==> src/rtl/eth_frame_loop_sched.sv <==
// Frame scheduler: takes one control entry per frame, then forwards or discards the
// frame bytes, optionally overwriting a 16-bit checksum at a given byte offset.
module eth_frame_loop_sched #(
   parameter int C_DROP_FCS_INVALID = 1,
   parameter int C_CNT_WIDTH        = 32
) (
   input  logic                   clk,
   input  logic                   rst_n,
   input  logic                   enable,
   input  logic [39:0]            s_axis_ctl_tdata,
   input  logic                   s_axis_ctl_tvalid,
   output logic                   s_axis_ctl_tready,
   input  logic [7:0]             s_axis_frame_tdata,
   input  logic                   s_axis_frame_tlast,
   input  logic                   s_axis_frame_tvalid,
   output logic                   s_axis_frame_tready,
   output logic [7:0]             m_axis_tdata,
   output logic                   m_axis_tlast,
   output logic                   m_axis_tvalid,
   input  logic                   m_axis_tready,
   output logic [C_CNT_WIDTH-1:0] count_tx,
   output logic [C_CNT_WIDTH-1:0] count_drop,
   output logic                   busy
);

   typedef enum logic [1:0] {
      ST_IDLE    = 2'd0,
      ST_FORWARD = 2'd1,
      ST_DISCARD = 2'd2
   } state_t;

   state_t                 state_r;
   state_t                 state_nxt_s;
   logic [15:0]            byte_idx_r;
   logic [15:0]            csum_val_r;
   logic [14:0]            csum_pos_r;
   logic [C_CNT_WIDTH-1:0] count_tx_r;
   logic [C_CNT_WIDTH-1:0] count_drop_r;
   logic                   ctl_hs_s;
   logic                   frame_hs_s;
   logic                   discard_sel_s;
   logic                   csum_hi_hit_s;
   logic                   csum_lo_hit_s;
   logic                   ctl_unused_s;

   function automatic logic [C_CNT_WIDTH-1:0] sat_inc(input logic [C_CNT_WIDTH-1:0] v);
      if (v == {C_CNT_WIDTH{1'b1}}) begin
         sat_inc = v;
      end else begin
         sat_inc = v + {{(C_CNT_WIDTH-1){1'b0}}, 1'b1};
      end
   endfunction

   assign ctl_unused_s  = ^s_axis_ctl_tdata[39:33];
   assign ctl_hs_s      = s_axis_ctl_tvalid & s_axis_ctl_tready;
   assign frame_hs_s    = s_axis_frame_tvalid & s_axis_frame_tready;
   assign discard_sel_s = s_axis_ctl_tdata[1] |
                          (s_axis_ctl_tdata[0] & (C_DROP_FCS_INVALID != 0));
   // A zero position disables substitution; the low byte compare is 16 bits wide so pos+1 never wraps.
   assign csum_hi_hit_s = (csum_pos_r != 15'd0) && (byte_idx_r == {1'b0, csum_pos_r});
   assign csum_lo_hit_s = (csum_pos_r != 15'd0) && (byte_idx_r == ({1'b0, csum_pos_r} + 16'd1));
   assign busy          = (state_r != ST_IDLE);
   assign count_tx      = count_tx_r;
   assign count_drop    = count_drop_r;

   // State register
   always_ff @(posedge clk or negedge rst_n) begin
      if (!rst_n) begin
         state_r <= ST_IDLE;
      end else begin
         state_r <= state_nxt_s;
      end
   end

   // Next-state decode
   always_comb begin
      state_nxt_s = state_r;
      case (state_r)
         ST_IDLE: begin
            if (ctl_hs_s) begin
               state_nxt_s = discard_sel_s ? ST_DISCARD : ST_FORWARD;
            end else begin
               state_nxt_s = ST_IDLE;
            end
         end
         ST_FORWARD, ST_DISCARD: begin
            if (frame_hs_s && s_axis_frame_tlast) begin
               state_nxt_s = ST_IDLE;
            end else begin
               state_nxt_s = state_r;
            end
         end
         default: state_nxt_s = ST_IDLE;
      endcase
   end

   // Handshake and output data steering
   always_comb begin
      s_axis_ctl_tready   = 1'b0;
      s_axis_frame_tready = 1'b0;
      m_axis_tvalid       = 1'b0;
      m_axis_tlast        = 1'b0;
      m_axis_tdata        = s_axis_frame_tdata;
      case (state_r)
         ST_IDLE: begin
            s_axis_ctl_tready = enable;
         end
         ST_FORWARD: begin
            m_axis_tvalid       = s_axis_frame_tvalid;
            s_axis_frame_tready = m_axis_tready;
            m_axis_tlast        = s_axis_frame_tlast;
            if (csum_hi_hit_s) begin
               m_axis_tdata = csum_val_r[15:8];
            end else if (csum_lo_hit_s) begin
               m_axis_tdata = csum_val_r[7:0];
            end else begin
               m_axis_tdata = s_axis_frame_tdata;
            end
         end
         ST_DISCARD: begin
            s_axis_frame_tready = 1'b1;
         end
         default: begin
            s_axis_ctl_tready = 1'b0;
         end
      endcase
   end

   // Control latch, byte index and frame statistics
   always_ff @(posedge clk or negedge rst_n) begin
      if (!rst_n) begin
         byte_idx_r   <= 16'd0;
         csum_val_r   <= 16'd0;
         csum_pos_r   <= 15'd0;
         count_tx_r   <= {C_CNT_WIDTH{1'b0}};
         count_drop_r <= {C_CNT_WIDTH{1'b0}};
      end else if (ctl_hs_s) begin
         csum_val_r <= s_axis_ctl_tdata[32:17];
         csum_pos_r <= s_axis_ctl_tdata[16:2];
         byte_idx_r <= 16'd0;
      end else if (frame_hs_s) begin
         if (byte_idx_r != 16'hFFFF) begin
            byte_idx_r <= byte_idx_r + 16'd1;
         end
         if (s_axis_frame_tlast && (state_r == ST_FORWARD)) begin
            count_tx_r <= sat_inc(count_tx_r);
         end
         if (s_axis_frame_tlast && (state_r == ST_DISCARD)) begin
            count_drop_r <= sat_inc(count_drop_r);
         end
      end
   end

endmodule

==> config.mk <==
export PLATFORM = sky130hd
export DESIGN_NAME = eth_frame_loop_sched
export DESIGN_NICKNAME = d
export VERILOG_FILES = /design/src/rtl/eth_frame_loop_sched.sv
export SDC_FILE = /design/constraint.sdc
export NUM_CORES = 1
export LEC_CHECK = 0
export CORE_MARGIN = 2
export CORE_UTILIZATION = 38
export CTS_CLUSTER_DIAMETER = 30
export DETAILED_ROUTE_END_ITERATION = 8
export PLACE_DENSITY = 0.61
export SYNTH_ARGS = -nofsm -noshare
export SYNTH_HDL_FRONTEND = slang
export SYNTH_SLANG_ARGS = --single-unit
==> constraint.sdc <==
create_clock -name clk -period 6.53 [get_ports clk]
set_input_delay 0.9795 -clock clk [delete_from_list [all_inputs] [get_ports clk]]
set_output_delay 0.9795 -clock clk [all_outputs]
set_load 0.05 [all_outputs]
==> impl_results.md <==
- Status: completed
- FF+latch area: around 2800 µm²
- # diodes: 0
- All-Layer GR Usage: between 10% and 20%
- Post-synth EDFFs: 0
- I/O Pins: between 100 and 150
- TritonCTS clock tree: yes
- Initial antenna violation count: 0
- Via-per-instance ratio: about 5.1
- Hold Path Cell Cnt: 2
- Period utilization: roughly 75%
- RSZ-0062 raised after global routing: no
- # setup viols final: 0
- Hold_sp: csum_val_r[8]$_DFFE_PN0P_
- Main synth FF type: dfrtp_1
- Grt ovf: 0
- CP Class: reg -> out
- H-tree Lvls: 4
- Root Driver: clkbuf_16
- PwrDens: about 250 nW/µm²
- Startpoint types: flop
- Crit. End Element: output pin
- Maximum VDD drop: 0.179 mV
- CP arrival: 3.90 ns
- DRT met1 WL: between 6000 and 7000 µm
- Skew-Pair Late Insertion Delay: around 0.42 ns
- Fillers: 1437
- Drt wl/cell: between 15 and 20 µm
- Final wirelength: between 10000 and 15000 µm
- Die Area: 16900 µm²
- TritonCTS buffer count: 17
- Initial DRC count: ~350
- Synthesized area: 6050 µm²
- Most numerous cell in the Yosys netlist: nand2_1
- Layout Cells excl Fill: approximately 980
- Wire length on met2: 6800 µm
- Post-CTS setup buffer count: 0
- Worst R2R Start: state_r[0]$_DFFE_PN0P_
- Vias: just over 5000
- Final RePlAce weighted congestion: between 0.8 and 0.9
- Worst min path class: reg -> reg
- Post-synthesis cell count: 642
- Hold Vio Cnt, Final: 0
- WP data required: about 5.6 ns
- Layout cells sized above 1: approximately 6%
- Max layer used: met4
- Synth warn: 0
- Nets: 820
- Yosys top cell area share: ~47%
- I/O Buffers: ~120
- CP max FO: 9
- Syn avg cell area: approximately 9.4 µm²
- Area contributors post-synth: dfrtp_1 47%, nand2_1 7.6%, xnor2_1 6.8%, xor2_1 6.4%, nor2_1 3.0%
- Clock tree buffer depth: 2
- FF-to-FF path depth: 9
- Final Max Tran Viols: 0
- Syn_nets: about 710
- Post-CTS Hold Buffers: 0
- Area delta synth->final: 32.2%
- Period minus WS final: between 4 and 5 ns
- Relative slew slack: a little over a fifth
- Area leader, netlist: dfrtp_1
- Dpl hpwl: between 10000 and 15000 µm
- DR pass1 iterations: 4
- Worst-Margin Slew: roughly 1.2 ns
- DRC viols: 0
- Post-route ant nets: 0
- Cell Rows: 46
- Peak Freq: 205 MHz
- R2r setup slk: between 3 and 4 ns
- Max-cap viol count: 0
- First-pass GRT wire length: around 25000 µm
- P_leak: 3.58 nW
- Sink Count: between 100 and 150
- Synth Register Bits: 113
- DIE HEIGHT: approximately 130 µm
- Largest net degree at the start of global routing: 74
- Placeable Area: 15700 µm²
- Setup TNS Final: 0 ns
- Commonest cells in the netlist: 122 x nand2_1, 113 x dfrtp_1, 48 x nor2_1
- Met3 wire len: ~1000 µm
- R2r endpoint: count_tx[12]$_DFFE_PN0P_
- Synth unique cells: between 60 and 70
- CTS clock-pin slew for the worst setup and hold paths: 0.06 ns
- DP Cell Count: between 900 and 1000
- FFs w/ async S/R, synth: 100%
- WHS Endpoint: csum_val_r[8]$_DFFE_PN0P_
- Post-CTS Resized: 0
- Multi-input gate area: 2960 µm²
- Clk_skew: 0.00890 ns
- Die Wd: 130 µm
- Initial cell density of the core: 38.5%
- Seq/Total Area, Yosys: between 40% and 50%
- Vias in the first global route: 5020
[worst max-delay path, cell delays in order (launching register included)]
cell and delay, ns:
dfrtp_1 0.49, xnor2_1 0.34, nand2_1 0.08, nor3_1 0.19, nand4_1 0.12, a211oi_1 0.93
a31oi_2 0.24, a221o_1 0.38, clkdlybuf4s50_1 0.70
[placed cells by master (no fill, tap or decap), types with 3 or more instances in the layout]
master,Yosys,routed
nor2b_1,3,3
bufinv_16,0,3
nand4_1,24,24
xor2_1,44,44
clkdlybuf4s50_1,0,123
nand3_1,28,28
clkinv_2,0,4
inv_1,21,21
xnor2_1,47,47
ha_1,8,8
clkbuf_16,0,17
nor4_1,10,10
a21oi_1,8,8
nor3_1,11,11
nor2_1,48,48
or3_1,8,8
and4_1,8,8
nand2_1,122,122
clkbuf_8,3,3
dfrtp_1,113,113
o21ai_0,14,14
or4_1,3,3
and2_1,16,16
and3_1,23,22
a221o_1,8,8
[report_power, final]
| part | leakage, nW | internal [mW] | switching, mW |
|---|---|---|---|
| logic | 1.79 | 0.103 | 0.135 |
| registers | 1.50 | 0.746 | 0.0645 |
| clock network | 0.297 | 0.623 | 0.325 |
[layer usage]
layer | vias to the layer above | track usage [%]
met5 | - | 0
met2 | 128 | 29.3
met4 | 0 | 6.96
met1 | 2459 | 24.7
li1 | 2438 | -
met3 | 17 | 6.11
[area by class of cell]
cell class / count / share of cell area, %
clock buffer: 20 / 5.84
clock inverter: 10 / 1.69
inverter: 22 / 1.03
multi-input combinational: 478 / 37.1
sequential: 113 / 35.4
tap: 216 / 3.38
timing repair buffer: 125 / 15.6
[logic make-up after synthesis]
kind of cell	Yosys count	synth area share, %
AND/OR/NAND/NOR	321	26.7
flip-flops	113	46.8
XOR/XNOR	91	13.2
AO/OA/AOI/OAI	54	6.75
buffers and inverters	51	4.22
adder cells (fa/ha/maj)	8	1.66
multiplexers	4	0.704
[how the worst max path moves through the flow]
| stage | slack, ns | start | depth (start not counted) | endpoint |
|---|---|---|---|---|
| 2_1_floorplan | 3.08 | csum_pos_r[0]$_DFFE_PN0P_ | 10 | m_axis_tdata[0] |
| 3_3_place_gp | 2.11 | csum_pos_r[7]$_DFFE_PN0P_ | 8 | m_axis_tdata[3] |
| 3_5_place_dp | 2.14 | csum_pos_r[7]$_DFFE_PN0P_ | 8 | m_axis_tdata[3] |
| 4_1_cts | 1.66 | csum_pos_r[7]$_DFFE_PN0P_ | 8 | m_axis_tdata[3] |
| 5_1_grt | 1.38 | csum_pos_r[7]$_DFFE_PN0P_ | 8 | m_axis_tdata[3] |
| 6_report | 1.65 | csum_pos_r[7]$_DFFE_PN0P_ | 8 | m_axis_tdata[3] |
[through the flow]
| step | hold WS (ns) | power, mW | setup WS (ns) | util, % | area, µm² |
|---|---|---|---|---|---|
| floorplan | 0.437 | 0.977 | 3.08 | - | 6050 |
| global placement | 0.453 | 1.05 | 2.11 | 47.0 | 7390 |
| detailed placement | 0.454 | 1.06 | 2.14 | 47.0 | 7390 |
| CTS | 0.468 | 2.02 | 1.66 | 50.9 | 7990 |
| global route | 0.507 | 2.09 | 1.38 | 50.9 | 7990 |
| finish | 0.468 | 2.00 | 1.65 | 50.9 | 7990 |
[sequential cells by signal (all words and copies together), names as in the netlist]
signal,cells
count_drop,32
count_tx,32
byte_idx_r,16
csum_val_r,16
csum_pos_r,15
state_r,2
Note: power is estimated with default switching activity, not from simulation.
